`config.mk`:
```
export PLATFORM = sky130hd
export DESIGN_NAME = cell_render_zoom
export DESIGN_NICKNAME = d
export VERILOG_FILES = /design/src/rtl/cell_render_zoom_pkg.sv /design/src/rtl/cell_render_zoom_pipe_delay.sv /design/src/rtl/cell_render_zoom.sv
export SDC_FILE = /design/constraint.sdc
export NUM_CORES = 1
export LEC_CHECK = 0
export CAP_MARGIN = 40
export CORE_MARGIN = 2
export CORE_UTILIZATION = 40
export DETAILED_ROUTE_END_ITERATION = 10
export GPL_TIMING_DRIVEN = 1
export PLACE_DENSITY = 0.76
export SKIP_LAST_GASP = 1
export SLEW_MARGIN = 20
export SYNTH_ARGS = -nofsm -noshare
export SYNTH_HDL_FRONTEND = slang
export SYNTH_SLANG_ARGS = --single-unit
```
`constraint.sdc`:
```
create_clock -name clk_in -period 2.65 [get_ports clk_in]
set_input_delay 0.53 -clock clk_in [delete_from_list [all_inputs] [get_ports clk_in]]
set_output_delay 0.53 -clock clk_in [all_outputs]
set_load 0.02 [all_outputs]
```
`src/rtl/cell_render_zoom_pkg.sv`:
```
// cell_render_zoom_pkg: screen geometry, RGB444 constants, cell record type and age palette helper.
package cell_render_zoom_pkg;
  localparam int SCREEN_WIDTH = 640;
  localparam int SCREEN_HEIGHT = 480;
  localparam logic [11:0] RGB_BLACK = 12'h000;
  localparam logic [11:0] RGB_GRID = 12'h333;
  localparam int CELL_AGE_W = 2;
  typedef struct packed {
    logic alive;
    logic [CELL_AGE_W-1:0] age;
  } cell_t;
  function automatic logic [11:0] age_colour(input int age, input int age_w);
    int step;
    logic [3:0] c;
    step = 15 / ((1 << age_w) - 1);
    c = 4'(15 - age * step);
    return {c, 4'hF, c};
  endfunction
endpackage

```
`src/rtl/cell_render_zoom_pipe_delay.sv`:
```
// pipe_delay: fixed-depth shift register with a configurable reset pattern.
module pipe_delay #(
  parameter int WIDTH = 1,
  parameter int DEPTH = 1,
  parameter logic [WIDTH-1:0] RST = '0
) (
  input  logic             clk,
  input  logic             rst,
  input  logic [WIDTH-1:0] d,
  output logic [WIDTH-1:0] q
);
  logic [WIDTH-1:0] r [DEPTH];
  always_ff @(posedge clk)
    if (rst) begin
      for (int i = 0; i < DEPTH; i++) r[i] <= RST;
    end else begin
      r[0] <= d;
      for (int i = 1; i < DEPTH; i++) r[i] <= r[i-1];
    end
  assign q = r[DEPTH-1];
endmodule

```
`src/rtl/cell_render_zoom.sv`:
```
// cell_render_zoom: raster-to-toroidal-board renderer with per-frame zoom/pan and age palette.
// Optional grid lines on dead cells at zoom >= 2 when CELL_RENDER_GRID_LINES_EN is defined.
module cell_render_zoom
  import cell_render_zoom_pkg::*;
#(
  parameter int BOARD_W_LOG2 = 6,
  parameter int BOARD_H_LOG2 = 6,
  parameter int AGE_W = 2,
  parameter int RAM_LATENCY = 2,
  parameter int ZOOM_MAX_LOG2 = 3
) (
  input  logic                             clk_in,
  input  logic                             rst_n_in,
  input  logic [10:0]                      hcount_in,
  input  logic [9:0]                       vcount_in,
  input  logic                             hsync_in,
  input  logic                             vsync_in,
  input  logic                             blank_in,
  input  logic [1:0]                       zoom_in,
  input  logic [BOARD_W_LOG2-1:0]          pan_x_in,
  input  logic [BOARD_H_LOG2-1:0]          pan_y_in,
  output logic                             cell_rd_en_out,
  output logic [BOARD_H_LOG2+BOARD_W_LOG2-1:0] cell_addr_out,
  input  logic [AGE_W:0]                   cell_data_in,
  output logic [11:0]                      pix_out,
  output logic                             hsync_out,
  output logic                             vsync_out,
  output logic                             blank_out
);
  localparam int L = 2 + RAM_LATENCY;
  logic vs_q;
  logic [1:0] zoom;
  logic [BOARD_W_LOG2-1:0] pan_x, cell_x;
  logic [BOARD_H_LOG2-1:0] pan_y, cell_y;
  logic grid, hs_d, vs_d, bl_d, gr_d;
  always_comb begin
    cell_x = BOARD_W_LOG2'(hcount_in >> zoom) + pan_x;
    cell_y = BOARD_H_LOG2'(vcount_in >> zoom) + pan_y;
  end
`ifdef CELL_RENDER_GRID_LINES_EN
  logic [10:0] hm;
  logic [9:0] vm;
  always_comb begin
    hm = ~(11'h7FF << zoom);
    vm = ~(10'h3FF << zoom);
    grid = (zoom >= 2'd2) && (~|(hcount_in & hm) || ~|(vcount_in & vm));
  end
`else
  assign grid = 1'b0;
`endif
  // new view parameters only take effect on the rising edge of vsync
  always_ff @(posedge clk_in)
    if (!rst_n_in) begin
      vs_q <= 1'b0;
      zoom <= '0;
      pan_x <= '0;
      pan_y <= '0;
      cell_addr_out <= '0;
      cell_rd_en_out <= 1'b0;
    end else begin
      vs_q <= vsync_in;
      if (vsync_in && !vs_q) begin
        zoom <= (32'(zoom_in) > ZOOM_MAX_LOG2) ? 2'(ZOOM_MAX_LOG2) : zoom_in;
        pan_x <= pan_x_in;
        pan_y <= pan_y_in;
      end
      cell_addr_out <= {cell_y, cell_x};
      cell_rd_en_out <= ~blank_in;
    end
  pipe_delay #(.WIDTH(4), .DEPTH(L - 1), .RST(4'b0010)) u_sync (
    .clk(clk_in),
    .rst(~rst_n_in),
    .d({hsync_in, vsync_in, blank_in, grid}),
    .q({hs_d, vs_d, bl_d, gr_d})
  );
  always_ff @(posedge clk_in)
    if (!rst_n_in) begin
      pix_out <= RGB_BLACK;
      hsync_out <= 1'b0;
      vsync_out <= 1'b0;
      blank_out <= 1'b1;
    end else begin
      hsync_out <= hs_d;
      vsync_out <= vs_d;
      blank_out <= bl_d;
      pix_out <= bl_d ? RGB_BLACK :
                 cell_data_in[AGE_W] ? age_colour(int'(cell_data_in[AGE_W-1:0]), AGE_W) :
                 gr_d ? RGB_GRID : RGB_BLACK;
    end
endmodule

```
Word level (Yosys, flattened, before mapping) --
Memories as Yosys holds them, arrays and structs flattened. Cells that the tools add are included.
Cells by class: eq/ne operators 0, order comparisons 0, $add $sub $neg 3, shift operators 2, divide/modulo/power cells 0, $mul 1, mux-type cells 7, bitwise gates (word level) 5, reductions and logical operators 3
Operators with widths (count):
- 6-bit adder | 2
- 12-bit two-way mux | 1
- 4-bit two-way mux | 3
- 11-bit by 2-bit right shift with 6-bit output | 1
- 10-bit two-way mux | 1
- 10-bit by 2-bit right shift with 6-bit output | 1
- 2-bit by 3-bit multiplier with 4-bit output, second input constant | 1
- 4-bit subtractor, first input constant | 1
- 1-bit OR | 3
- 1-bit two-way mux | 2
- 1-bit inverter | 2
- 2-bit OR reduction | 1
- 1-bit logical AND | 1
- 1-bit logical NOT | 1
Storage, ports and cells: bits of input ports 43, memories 1, register bits 43, memory bits (writable) 12, output and inout port bits 28, latch bits 0, ROM bits 0
Memories:
- u_sync.r | depth 3, width 4, read ports 3, clocked after memory_dff 0, write ports 3, RTL line cell_render_zoom_pipe_delay.sv:12 | logic [WIDTH-1:0] r [DEPTH];

Depth between registers and ports, before layout --
Gate-level depths: netlist of run 1.
depth in word-level cells 3, mapped depth 8

Hierarchy --
A second synthesis of run 1 with hierarchy kept.
Second synthesis, totals: cells, all modules 202, area, all modules 2118.3 µm²
By module, submodules not included:
- cell_render_zoom | area each 1760.4 µm², seq. area each 740.7 µm², cells each 173, times used 1
- pipe_delay | area each 357.8 µm², seq. area each 240.2 µm², cells each 29, times used 1

Worst setup path before layout of run 1 --
Ideal clock, no wire load.
path type register to register, from reg zoom[0], to reg cell_addr_out[4], period minus slack after synthesis 2473 ps, cell stages (with the launch flop) 9, slack 177 ps, arrival time 2345 ps, setup time 128 ps, cells stage by stage dfxtp_1 > buf_2 > mux4_2 > ha_1 > fa_1 > a21o_1 > a21oi_1 > xor2_1 > nor2_1
Between the ends: cells in the longest elaborated chain, start to end 2
Ends and longest elaborated chain:
- from (decl) | RTL line cell_render_zoom.sv:32 | logic [1:0] zoom;
- from (signal assigned) | RTL line cell_render_zoom.sv:63 | zoom <= (32'(zoom_in) > ZOOM_MAX_LOG2) ? 2'(ZOOM_MAX_LOG2) : zoom_in;
- 11-bit by 2-bit right shift with 6-bit output | RTL line cell_render_zoom.sv:37 | cell_x = BOARD_W_LOG2'(hcount_in >> zoom) + pan_x;
- 6-bit adder | RTL line cell_render_zoom.sv:37
- to (signal assigned) | RTL line cell_render_zoom.sv:67 | cell_addr_out <= {cell_y, cell_x};
- to (decl) | RTL line cell_render_zoom.sv:23 | output logic [BOARD_H_LOG2+BOARD_W_LOG2-1:0] cell_addr_out,
Every way passes these cells. A chain may end at the register's enable or synchronous reset.

Final worst setup path of run 1 --
from in vcount_in[2], to reg cell_addr_out[10]
Between the ends: cells in the longest elaborated chain, start to end 2
Ends and longest elaborated chain:
- from (decl) | RTL line cell_render_zoom.sv:15 | input logic [9:0] vcount_in,
- 10-bit by 2-bit right shift with 6-bit output | RTL line cell_render_zoom.sv:38 | cell_y = BOARD_H_LOG2'(vcount_in >> zoom) + pan_y;
- 6-bit adder | RTL line cell_render_zoom.sv:38
Every way passes these cells.

==> results of run 1 <==
[where the power goes]
| part | internal, uW | switching [uW] | total [uW] | leakage (uW) |
|---|---|---|---|---|
| combinational | 197 | 149 | 346 | 0.000731 |
| clock | 284 | 232 | 515 | 0.0000548 |
| sequential | 705 | 18.0 | 723 | 0.000362 |
| total | 1190 | 398 | 1580 | 0.00115 |
[cells in the mapped netlist]
cell / count / share of area, %
clkbuf_1: 5 / 0.97
inv_1: 3 / 0.58
nand3b_1: 1 / 0.39
buf_4: 7 / 2.7
mux4_2: 12 / 14
a21oi_1: 22 / 5.7
fa_1: 2 / 2.1
a21o_1: 4 / 1.6
nand2b_1: 4 / 1.3
buf_2: 2 / 0.52
and2_1: 12 / 3.9
xnor2_1: 2 / 0.91
dfxtp_1: 44 / 46
nand2_1: 28 / 5.4
xor2_1: 6 / 2.7
ha_1: 10 / 6.5
nor2_1: 11 / 2.1
a31o_1: 2 / 0.91
nand3_1: 2 / 0.52
nand4_1: 4 / 1.3
nor2b_1: 1 / 0.32
[worst max-delay path: cells and delay by family]
family / cells / cell delay [ns]
muxes: 1 / 0.48
xor gates and xnor gates: 1 / 0.18
buffers and inverters: 1 / 0.44
and+or+nand+nor: 1 / 0.05
adders and majority gates: 2 / 0.60
AOI/OAI and AO/OA: 2 / 0.34
[metrics by stage]
step / total power, uW / setup TNS, ns / worst slack [ns]
after detailed placement: 1090 / -0.257 / -0.131
after global routing: 1670 / 0 / 0.0402
final: 1580 / 0 / 0.201
after CTS: 1610 / 0 / 0.191
after global placement: 1080 / -0.171 / -0.102
after floorplan: 918 / 0 / 0.177
[worst max-delay path by stage]
stage / from / end / slack, ns
floorplan: zoom[0] / cell_addr_out[4] / 0.18
global placement: vcount_in[2] / cell_addr_out[10] / -0.10
detailed placement: hcount_in[0] / cell_addr_out[4] / -0.13
CTS: hcount_in[0] / cell_addr_out[4] / 0.19
global route: hcount_in[3] / cell_addr_out[4] / 0.04
finish: vcount_in[2] / cell_addr_out[10] / 0.20
[state kept, by name, indices dropped and copies added, names as in the netlist]
name and flops:
vsync_out 1, u_sync.r 9, cell_addr_out 12, cell_rd_en_out 1
zoom 2, pan_x 6, pan_y 6, pix_out 5
hsync_out 1, blank_out 1
[per-layer routing]
metal,global-route usage [%],up-vias
met4,4.85,0
met5,0,-
met2,27.3,56
li1,-,776
met1,17.5,687
met3,4.94,6
[final cells by class]
class / instances / area, sq um / area share (%)
clock inverters: 3 / 46.3 / 1.64
clock buffers: 5 / 68.8 / 2.44
multi-input cells: 123 / 958 / 33.9
flip-flops and latches: 44 / 881 / 31.2
inverters: 3 / 11.3 / 0.399
repair buffers: 83 / 791 / 28.0
well taps: 54 / 67.6 / 2.39
[cells by family (layout without fill, tap and decap cells)]
group | count (synthesis) | count (layout) | share of synthesized area, %
AND/OR/NAND/NOR | 63 | 63 | 15.3
flip-flops | 44 | 44 | 45.6
AO/OA/AOI/OAI | 28 | 28 | 8.16
buffers and inverters | 17 | 94 | 4.79
adder cells (fa/ha/maj) | 12 | 12 | 8.55
multiplexers | 12 | 12 | 14.0
XOR/XNOR | 8 | 8 | 3.63
==> report_table.html, run 1 <==
<table>
<tr><th>Metric</th><th>Value</th></tr>
<tr><th colspan="2">Timing</th></tr>
<tr><td>Worst Clk Skew</td><td>0.00377 ns</td></tr>
<tr><td>Relative slew slack</td><td>60.3%</td></tr>
<tr><td>Maximum achievable frequency</td><td>0.408 GHz</td></tr>
<tr><td>Final Hold Violating Endpoints</td><td>0</td></tr>
<tr><td>Final Hold Slack</td><td>0.411 ns</td></tr>
<tr><td>Post-route minimum period</td><td>2.45 ns</td></tr>
<tr><td>Endpoints failing setup</td><td>0</td></tr>
<tr><td>Transition at the pin with the smallest max-transition slack</td><td>0.596 ns</td></tr>
<tr><td>Final critical-path share of the clock period</td><td>92.4%</td></tr>
<tr><td>Unrepaired setup endpoints after global routing</td><td>false</td></tr>
<tr><td>Final number of max-transition violations</td><td>0</td></tr>
<tr><th colspan="2">Die</th></tr>
<tr><td>Chip height</td><td>73.5 microns</td></tr>
<tr><td>Horiz. Die Dim</td><td>73.5 microns</td></tr>
<tr><td>Total core area</td><td>4690 sq um</td></tr>
<tr><td># IOs</td><td>71</td></tr>
<tr><td>Area enclosed by the die boundary</td><td>5400 sq um</td></tr>
<tr><td>Row cnt</td><td>25</td></tr>
<tr><td>Initial cell density of the core</td><td>41.2%</td></tr>
<tr><th colspan="2">Drt</th></tr>
<tr><td>Amount of wire on met2 after detailed routing</td><td>1930 microns</td></tr>
<tr><td>ANT nets after route</td><td>0</td></tr>
<tr><td>Detailed-router iteration count before antenna repair</td><td>4</td></tr>
<tr><td>Metal-1 WL</td><td>1590 microns</td></tr>
<tr><td>DRC Markers</td><td>0</td></tr>
<tr><td>Starting DRT DRC Count</td><td>61</td></tr>
<tr><td>Routed via count</td><td>1525</td></tr>
<tr><td>Routed length on met3</td><td>279 microns</td></tr>
<tr><td>Average wire length per cell after detail routing</td><td>12.2 microns</td></tr>
<tr><td>Via count normalized by instance count</td><td>4.84</td></tr>
<tr><td>Wire length reported by the detailed router</td><td>3840 microns</td></tr>
<tr><td>Top Layer Used</td><td>met4</td></tr>
<tr><th colspan="2">Final layout</th></tr>
<tr><td>Net total in the final layout</td><td>315</td></tr>
<tr><td>Layout cell share with drive strength beyond 1</td><td>13.8%</td></tr>
<tr><td>Fillcell total</td><td>408</td></tr>
<tr><td>Cell Count, Final, Fillers Out</td><td>315</td></tr>
<tr><td>Leading cell types in the layout, fill and taps excluded</td><td>clkdlybuf4s50_1 (67), dfxtp_1 (44), nand2_1 (28)</td></tr>
<tr><td>Final core utilization</td><td>60.2%</td></tr>
<tr><td>Area overhead of the layout relative to synthesis</td><td>46.2%</td></tr>
<tr><td>Commonest non-fill, non-tap cell in the layout</td><td>clkdlybuf4s50_1</td></tr>
<tr><td>Post-route cell area</td><td>2820 sq um</td></tr>
<tr><td>Final antenna diode count</td><td>0</td></tr>
<tr><th colspan="2">Clock network</th></tr>
<tr><td>Number of cells upsized or downsized after cts</td><td>0</td></tr>
<tr><td>Worst-path clk slew</td><td>0.09 ns</td></tr>
<tr><td>Number of hold buffers added after CTS</td><td>0</td></tr>
<tr><td>Clock net sink count</td><td>44</td></tr>
<tr><td>Count of H-tree levels built during CTS</td><td>2</td></tr>
<tr><td>CTS tree</td><td>yes</td></tr>
<tr><td>Worst-skew pair later-pin latency</td><td>0.29 ns</td></tr>
<tr><td>Root Buffer Master</td><td>clkbuf_8</td></tr>
<tr><td>CTS max path bufs</td><td>2</td></tr>
<tr><td>Setup bufs post-CTS</td><td>0</td></tr>
<tr><td>TritonCTS buffer count</td><td>5</td></tr>
<tr><th colspan="2">Hold path</th></tr>
<tr><td>Path class of the lowest-slack min-delay path</td><td>register to register</td></tr>
<tr><td>Capture endpoint of the worst hold path</td><td>u_sync.r[0][9]</td></tr>
<tr><td>Hold Crit Depth</td><td>1</td></tr>
<tr><td>Worst hold path startpoint</td><td>u_sync.r[0][5]</td></tr>
<tr><th colspan="2">Power and ir drop</th></tr>
<tr><td>Total power density per cell area</td><td>561 nW/um^2</td></tr>
<tr><td>Leakage power</td><td>0.00115 uW</td></tr>
<tr><td>Worst voltage drop across the vdd grid</td><td>0.263 mV</td></tr>
<tr><th colspan="2">Placement</th></tr>
<tr><td>DP Area</td><td>2710 sq um</td></tr>
<tr><td>HPWL reported at the end of detailed placement</td><td>3010 microns</td></tr>
<tr><td>Placed Instances</td><td>307</td></tr>
<tr><td>Number of buffer cells added on primary ports</td><td>67</td></tr>
<tr><td>Global placer's final weighted congestion</td><td>0.775</td></tr>
<tr><th colspan="2">Synth</th></tr>
<tr><td>Warnings, synthesis</td><td>0</td></tr>
<tr><td>Mean area per synthesized cell</td><td>10.5 sq um</td></tr>
<tr><td>Library cells used by synthesis</td><td>21</td></tr>
<tr><td>Combined area of all synthesized cells</td><td>1930 sq um</td></tr>
<tr><td>Count of state elements after synthesis</td><td>44</td></tr>
<tr><td>Number of instances in the synthesized netlist</td><td>184</td></tr>
<tr><td>Syn_nets</td><td>239</td></tr>
<tr><td>Register area share after synthesis</td><td>45.6%</td></tr>
<tr><th colspan="2">Worst setup path</th></tr>
<tr><td>Kind of end point of the critical path</td><td>register</td></tr>
<tr><td>Startpoint kind of the worst setup timing path</td><td>input pin</td></tr>
<tr><td>Worst r2r src</td><td>zoom[0]</td></tr>
<tr><td>Critical path, cell by cell</td><td>clkdlybuf4s50_1 -&gt; mux4_2 -&gt; ha_1 -&gt; fa_1 -&gt; a21o_1 -&gt; a21oi_1 -&gt; xor2_1 -&gt; nor2_1</td></tr>
<tr><td>FF-to-FF setup slack</td><td>0.28 ns</td></tr>
<tr><td>Worst-path cell with the longest stage delay</td><td>mux4_2</td></tr>
<tr><td>Largest driver fanout on the critical path</td><td>3</td></tr>
<tr><td>Cell depth of the worst flop-to-flop path</td><td>8</td></tr>
<tr><td>Worst path required time</td><td>2.83 ns</td></tr>
<tr><td>Max stage delay on crit path</td><td>0.48 ns</td></tr>
<tr><td>Critical setup path kind</td><td>input pin to register</td></tr>
<tr><td>Arrival @ worst endpoint</td><td>2.63 ns</td></tr>
<tr><td>Critical register-to-register path endpoint</td><td>cell_addr_out[10]</td></tr>
<tr><th colspan="2">GRT</th></tr>
<tr><td>Number of antenna violations at the first check in global routing</td><td>0</td></tr>
<tr><td>Vias in the first global route</td><td>1474</td></tr>
<tr><td>Global-route wire length before repair</td><td>6350 microns</td></tr>
<tr><td>Aggregate global routing overflow</td><td>0</td></tr>
<tr><td>Overall track demand over capacity in global routing</td><td>15.4%</td></tr>
<tr><td>Largest net degree at the start of global routing</td><td>24</td></tr>
<tr><th colspan="2">Status</th></tr>
<tr><td>Status</td><td>complete, no violations</td></tr>
<tr><th colspan="2">Job</th></tr>
<tr><td>Reported max-cap violation count</td><td>0</td></tr>
</table>
(Power assumes the default switching activity.)
==> run 2, diff against run 1 <==
- CAP_MARGIN: 40 -> unset
- GPL_TIMING_DRIVEN: 1 -> 0
- SKIP_CTS_REPAIR_TIMING: unset -> 1
==> run 2 against run 1 <==
Via count up 1.8%. Worst hold slack better by 0.0028 ns. Combinational power down 5%. Utilization down 0.61 points. Critical endpoint unchanged. Sequential share of layout area up 0.37 points. Fmax down 2.7%. Total power down 0.44%. Cell area down 1.0%. Clock power up 2%. Critical path depth unchanged. Register-to-register slack about the same.
==> report_table.html, run 2 (synthesized netlist as in run 1, its figures left out) <==
<table>
<tr><th>Metric</th><th>Value</th></tr>
<tr><th colspan="2">Power and ir drop</th></tr>
<tr><td>Relative contribution of sequential cells to total power</td><td>45.8% (was 45.6%)</td></tr>
<tr><td>Overall power after layout</td><td>1580 uW (about the same)</td></tr>
<tr><td>Total power density per cell area</td><td>564 nW/um^2 (was 561 nW/um^2)</td></tr>
<tr><td>Internal</td><td>1170 uW (was 1190 uW)</td></tr>
<tr><td>Worst voltage drop across the vdd grid</td><td>0.247 mV (was 0.263 mV)</td></tr>
<tr><td>Clock group share of total power</td><td>33.3% (was 32.5%)</td></tr>
<tr><td>Net switching share of the total power</td><td>25.7% (was 25.1%)</td></tr>
<tr><td>Power spent charging and discharging nets</td><td>406 uW (was 398 uW)</td></tr>
<tr><td>Combinational cell fraction of total power</td><td>20.9% (was 21.9%)</td></tr>
<tr><td>Leakage power</td><td>0.00112 uW (was 0.00115 uW)</td></tr>
<tr><th colspan="2">Final layout</th></tr>
<tr><td>Area overhead of the layout relative to synthesis</td><td>44.7% (was 46.2%)</td></tr>
<tr><td>Post-route cell area</td><td>2800 sq um (was 2820 sq um)</td></tr>
<tr><td>Largest register by flop count</td><td>cell_addr_out (unchanged)</td></tr>
<tr><td>Final antenna diode count</td><td>0 (unchanged)</td></tr>
<tr><td>Leading cell types in the layout, fill and taps excluded</td><td>clkdlybuf4s50_1 (67), dfxtp_1 (43), nand2_1 (28) (was clkdlybuf4s50_1 (67), dfxtp_1 (44), nand2_1 (28))</td></tr>
<tr><td>Layout cell share with drive strength beyond 1</td><td>12.0% (was 13.8%)</td></tr>
<tr><td>Commonest non-fill, non-tap cell in the layout</td><td>clkdlybuf4s50_1 (unchanged)</td></tr>
<tr><td>Number of flip-flops under the largest register name</td><td>12 (unchanged)</td></tr>
<tr><td>Net total in the final layout</td><td>313 (was 315)</td></tr>
<tr><td>Biggest registers after layout</td><td>cell_addr_out (12), u_sync.r (9) (unchanged)</td></tr>
<tr><th colspan="2">Drt</th></tr>
<tr><td>Starting DRT DRC Count</td><td>52 (was 61)</td></tr>
<tr><td>Routed via count</td><td>1552 (was 1525)</td></tr>
<tr><td>Average wire length per cell after detail routing</td><td>12.1 microns (was 12.2 microns)</td></tr>
<tr><td>ANT nets after route</td><td>0 (unchanged)</td></tr>
<tr><td>Via count normalized by instance count</td><td>4.96 (was 4.84)</td></tr>
<tr><td>DRC Markers</td><td>0 (unchanged)</td></tr>
<tr><td>Wire length reported by the detailed router</td><td>3800 microns (was 3840 microns)</td></tr>
<tr><td>Detailed-router iteration count before antenna repair</td><td>4 (unchanged)</td></tr>
<tr><th colspan="2">Hold path</th></tr>
<tr><td>Hold Crit Depth</td><td>1 (unchanged)</td></tr>
<tr><td>Capture endpoint of the worst hold path</td><td>u_sync.r[0][9] (unchanged)</td></tr>
<tr><td>Worst hold path startpoint</td><td>u_sync.r[0][5] (unchanged)</td></tr>
<tr><td>Path class of the lowest-slack min-delay path</td><td>register to register (unchanged)</td></tr>
<tr><th colspan="2">Clock network</th></tr>
<tr><td>Worst-skew pair later-pin latency</td><td>0.30 ns (was 0.29 ns)</td></tr>
<tr><td>Worst-path clk slew</td><td>0.08 ns (was 0.09 ns)</td></tr>
<tr><td>Root Buffer Master</td><td>clkbuf_8 (unchanged)</td></tr>
<tr><td>CTS max path bufs</td><td>2 (unchanged)</td></tr>
<tr><td>Clock net sink count</td><td>44 (unchanged)</td></tr>
<tr><td>TritonCTS buffer count</td><td>5 (unchanged)</td></tr>
<tr><td>CTS tree</td><td>yes (unchanged)</td></tr>
<tr><td>Count of H-tree levels built during CTS</td><td>2 (unchanged)</td></tr>
<tr><th colspan="2">Worst setup path</th></tr>
<tr><td>Arrival @ worst endpoint</td><td>2.69 ns (was 2.63 ns)</td></tr>
<tr><td>Cell depth of the worst flop-to-flop path</td><td>8 (unchanged)</td></tr>
<tr><td>Critical path, cell by cell</td><td>clkdlybuf4s50_1 -&gt; mux4_2 -&gt; ha_1 -&gt; fa_1 -&gt; a21o_1 -&gt; a21oi_1 -&gt; xor2_1 -&gt; nor2_1 (unchanged)</td></tr>
<tr><td>Worst r2r src</td><td>zoom[1] (was zoom[0])</td></tr>
<tr><td>Worst-path cell with the longest stage delay</td><td>mux4_2 (unchanged)</td></tr>
<tr><td>Largest driver fanout on the critical path</td><td>4 (was 3)</td></tr>
<tr><td>Critical setup path kind</td><td>input pin to register (unchanged)</td></tr>
<tr><td>Startpoint kind of the worst setup timing path</td><td>input pin (unchanged)</td></tr>
<tr><td>FF-to-FF setup slack</td><td>0.29 ns (was 0.28 ns)</td></tr>
<tr><td>Max stage delay on crit path</td><td>0.50 ns (was 0.48 ns)</td></tr>
<tr><td>Critical register-to-register path endpoint</td><td>cell_addr_out[10] (unchanged)</td></tr>
<tr><td>Kind of end point of the critical path</td><td>register (unchanged)</td></tr>
<tr><td>Worst path required time</td><td>2.82 ns (was 2.83 ns)</td></tr>
<tr><th colspan="2">GRT</th></tr>
<tr><td>Met3 Use GR</td><td>4.25% (was 4.94%)</td></tr>
<tr><td>Overall track demand over capacity in global routing</td><td>15.2% (was 15.4%)</td></tr>
<tr><td>Met2 Track Usage GR</td><td>25.7% (was 27.3%)</td></tr>
<tr><td>Vias in the first global route</td><td>1462 (was 1474)</td></tr>
<tr><td>Top Usage Layer GRT</td><td>met2 (unchanged)</td></tr>
<tr><td>Global Route met1 Usage</td><td>18.3% (was 17.5%)</td></tr>
<tr><td>Number of antenna violations at the first check in global routing</td><td>0 (unchanged)</td></tr>
<tr><td>Aggregate global routing overflow</td><td>0 (unchanged)</td></tr>
<tr><td>Largest net degree at the start of global routing</td><td>16 (was 24)</td></tr>
<tr><td>Global-route wire length before repair</td><td>6330 microns (was 6350 microns)</td></tr>
<tr><th colspan="2">Placement</th></tr>
<tr><td>Global placer's final weighted congestion</td><td>0.838 (was 0.775)</td></tr>
<tr><td>Number of buffer cells added on primary ports</td><td>67 (unchanged)</td></tr>
<tr><td>HPWL reported at the end of detailed placement</td><td>2940 microns (was 3010 microns)</td></tr>
<tr><td>DP Area</td><td>2670 sq um (was 2710 sq um)</td></tr>
<tr><th colspan="2">Die</th></tr>
<tr><td>Row cnt</td><td>25 (unchanged)</td></tr>
<tr><td>Initial cell density of the core</td><td>41.2% (unchanged)</td></tr>
<tr><td>Chip height</td><td>73.5 microns (unchanged)</td></tr>
<tr><td>Horiz. Die Dim</td><td>73.5 microns (unchanged)</td></tr>
<tr><td># IOs</td><td>71 (unchanged)</td></tr>
<tr><td>Total core area</td><td>4690 sq um (unchanged)</td></tr>
<tr><td>Area enclosed by the die boundary</td><td>5400 sq um (unchanged)</td></tr>
<tr><th colspan="2">Timing</th></tr>
<tr><td>Endpoints failing setup</td><td>0 (unchanged)</td></tr>
<tr><td>Relative slew slack</td><td>64.2% (was 60.3%)</td></tr>
<tr><td>Worst Clk Skew</td><td>0.00579 ns (was 0.00377 ns)</td></tr>
<tr><td>Transition at the pin with the smallest max-transition slack</td><td>0.537 ns (was 0.596 ns)</td></tr>
<tr><td>Final Hold Violating Endpoints</td><td>0 (unchanged)</td></tr>
<tr><td>Final number of max-transition violations</td><td>0 (unchanged)</td></tr>
<tr><td>Unrepaired setup endpoints after global routing</td><td>false (unchanged)</td></tr>
<tr><td>Maximum achievable frequency</td><td>0.397 GHz (was 0.408 GHz)</td></tr>
<tr><td>Final critical-path share of the clock period</td><td>94.9% (was 92.4%)</td></tr>
<tr><td>Post-route minimum period</td><td>2.52 ns (was 2.45 ns)</td></tr>
<tr><th colspan="2">Job</th></tr>
<tr><td>Reported max-cap violation count</td><td>0 (unchanged)</td></tr>
<tr><th colspan="2">Status</th></tr>
<tr><td>Status</td><td>complete, no violations (unchanged)</td></tr>
</table>
==> run 2: power groups by stage <==
stage               Sequential, uW  Clock, uW  Combinational [uW]
finish                         722        525                 330
global route                   728        558                 364
CTS                            723        542                 331
detailed placement             737          0                 330
global placement               737          0                 326
floorplan                      770          0                 148
==> run 2: area by class of cell <==
cell class                 instances  area (sq um)
multi-input combinational        123           961
sequential                        44           882
timing repair buffer              67           671
clock inverter                     3          46.3
tap                               54          67.6
buffer                            14          87.6
inverter                           3          11.3
clock buffer                       5          68.8
fill                             424          1900
==> run 2: worst max-delay path by stage <==
stage	from	end	slack (ns)	cells past startpoint
detailed placement	vcount_in[3]	cell_addr_out[10]	-0.18	8
CTS	zoom[0]	cell_addr_out[4]	-0.02	8
global route	vcount_in[3]	cell_addr_out[10]	0.03	8
floorplan	zoom[0]	cell_addr_out[4]	0.18	8
finish	vcount_in[3]	cell_addr_out[10]	0.13	8
global placement	vcount_in[3]	cell_addr_out[10]	-0.17	8
==> run 2: critical path: cells and delay by family <==
| kind | cells | cell delay (ns) |
|---|---|---|
| fa+ha+maj | 2 | 0.63 |
| mux | 1 | 0.50 |
| buf+inv | 1 | 0.46 |
| compound gates | 2 | 0.36 |
| xor+xnor | 1 | 0.16 |
| simple gates | 1 | 0.05 |
==> run 2: layer usage <==
layer,part of all wire (%),wire length [microns]
met5,0,0
met4,1.5,58
met3,8.8,333
met2,47,1810
met1,42,1600
==> run 2: stage by stage <==
step                      setup TNS, ns  hold slack [ns]  setup slack, ns  std cells  util [%]
final                                 0            0.414            0.134        313      59.6
after global routing                  0            0.425           0.0311        313      59.6
after CTS                       -0.0184            0.421          -0.0184        313      59.4
after detailed placement         -0.331            0.400           -0.176        305      56.9
after global placement           -0.292            0.393           -0.167        305      56.9
after floorplan                       0            0.386            0.177        184         -
==> run 3, diff against run 2 <==
- ABC_CLOCK_PERIOD_IN_PS: unset -> 2650
==> results of run 3 <==
Same layout as run 2: the final DEF is identical, and so are final timing and power.
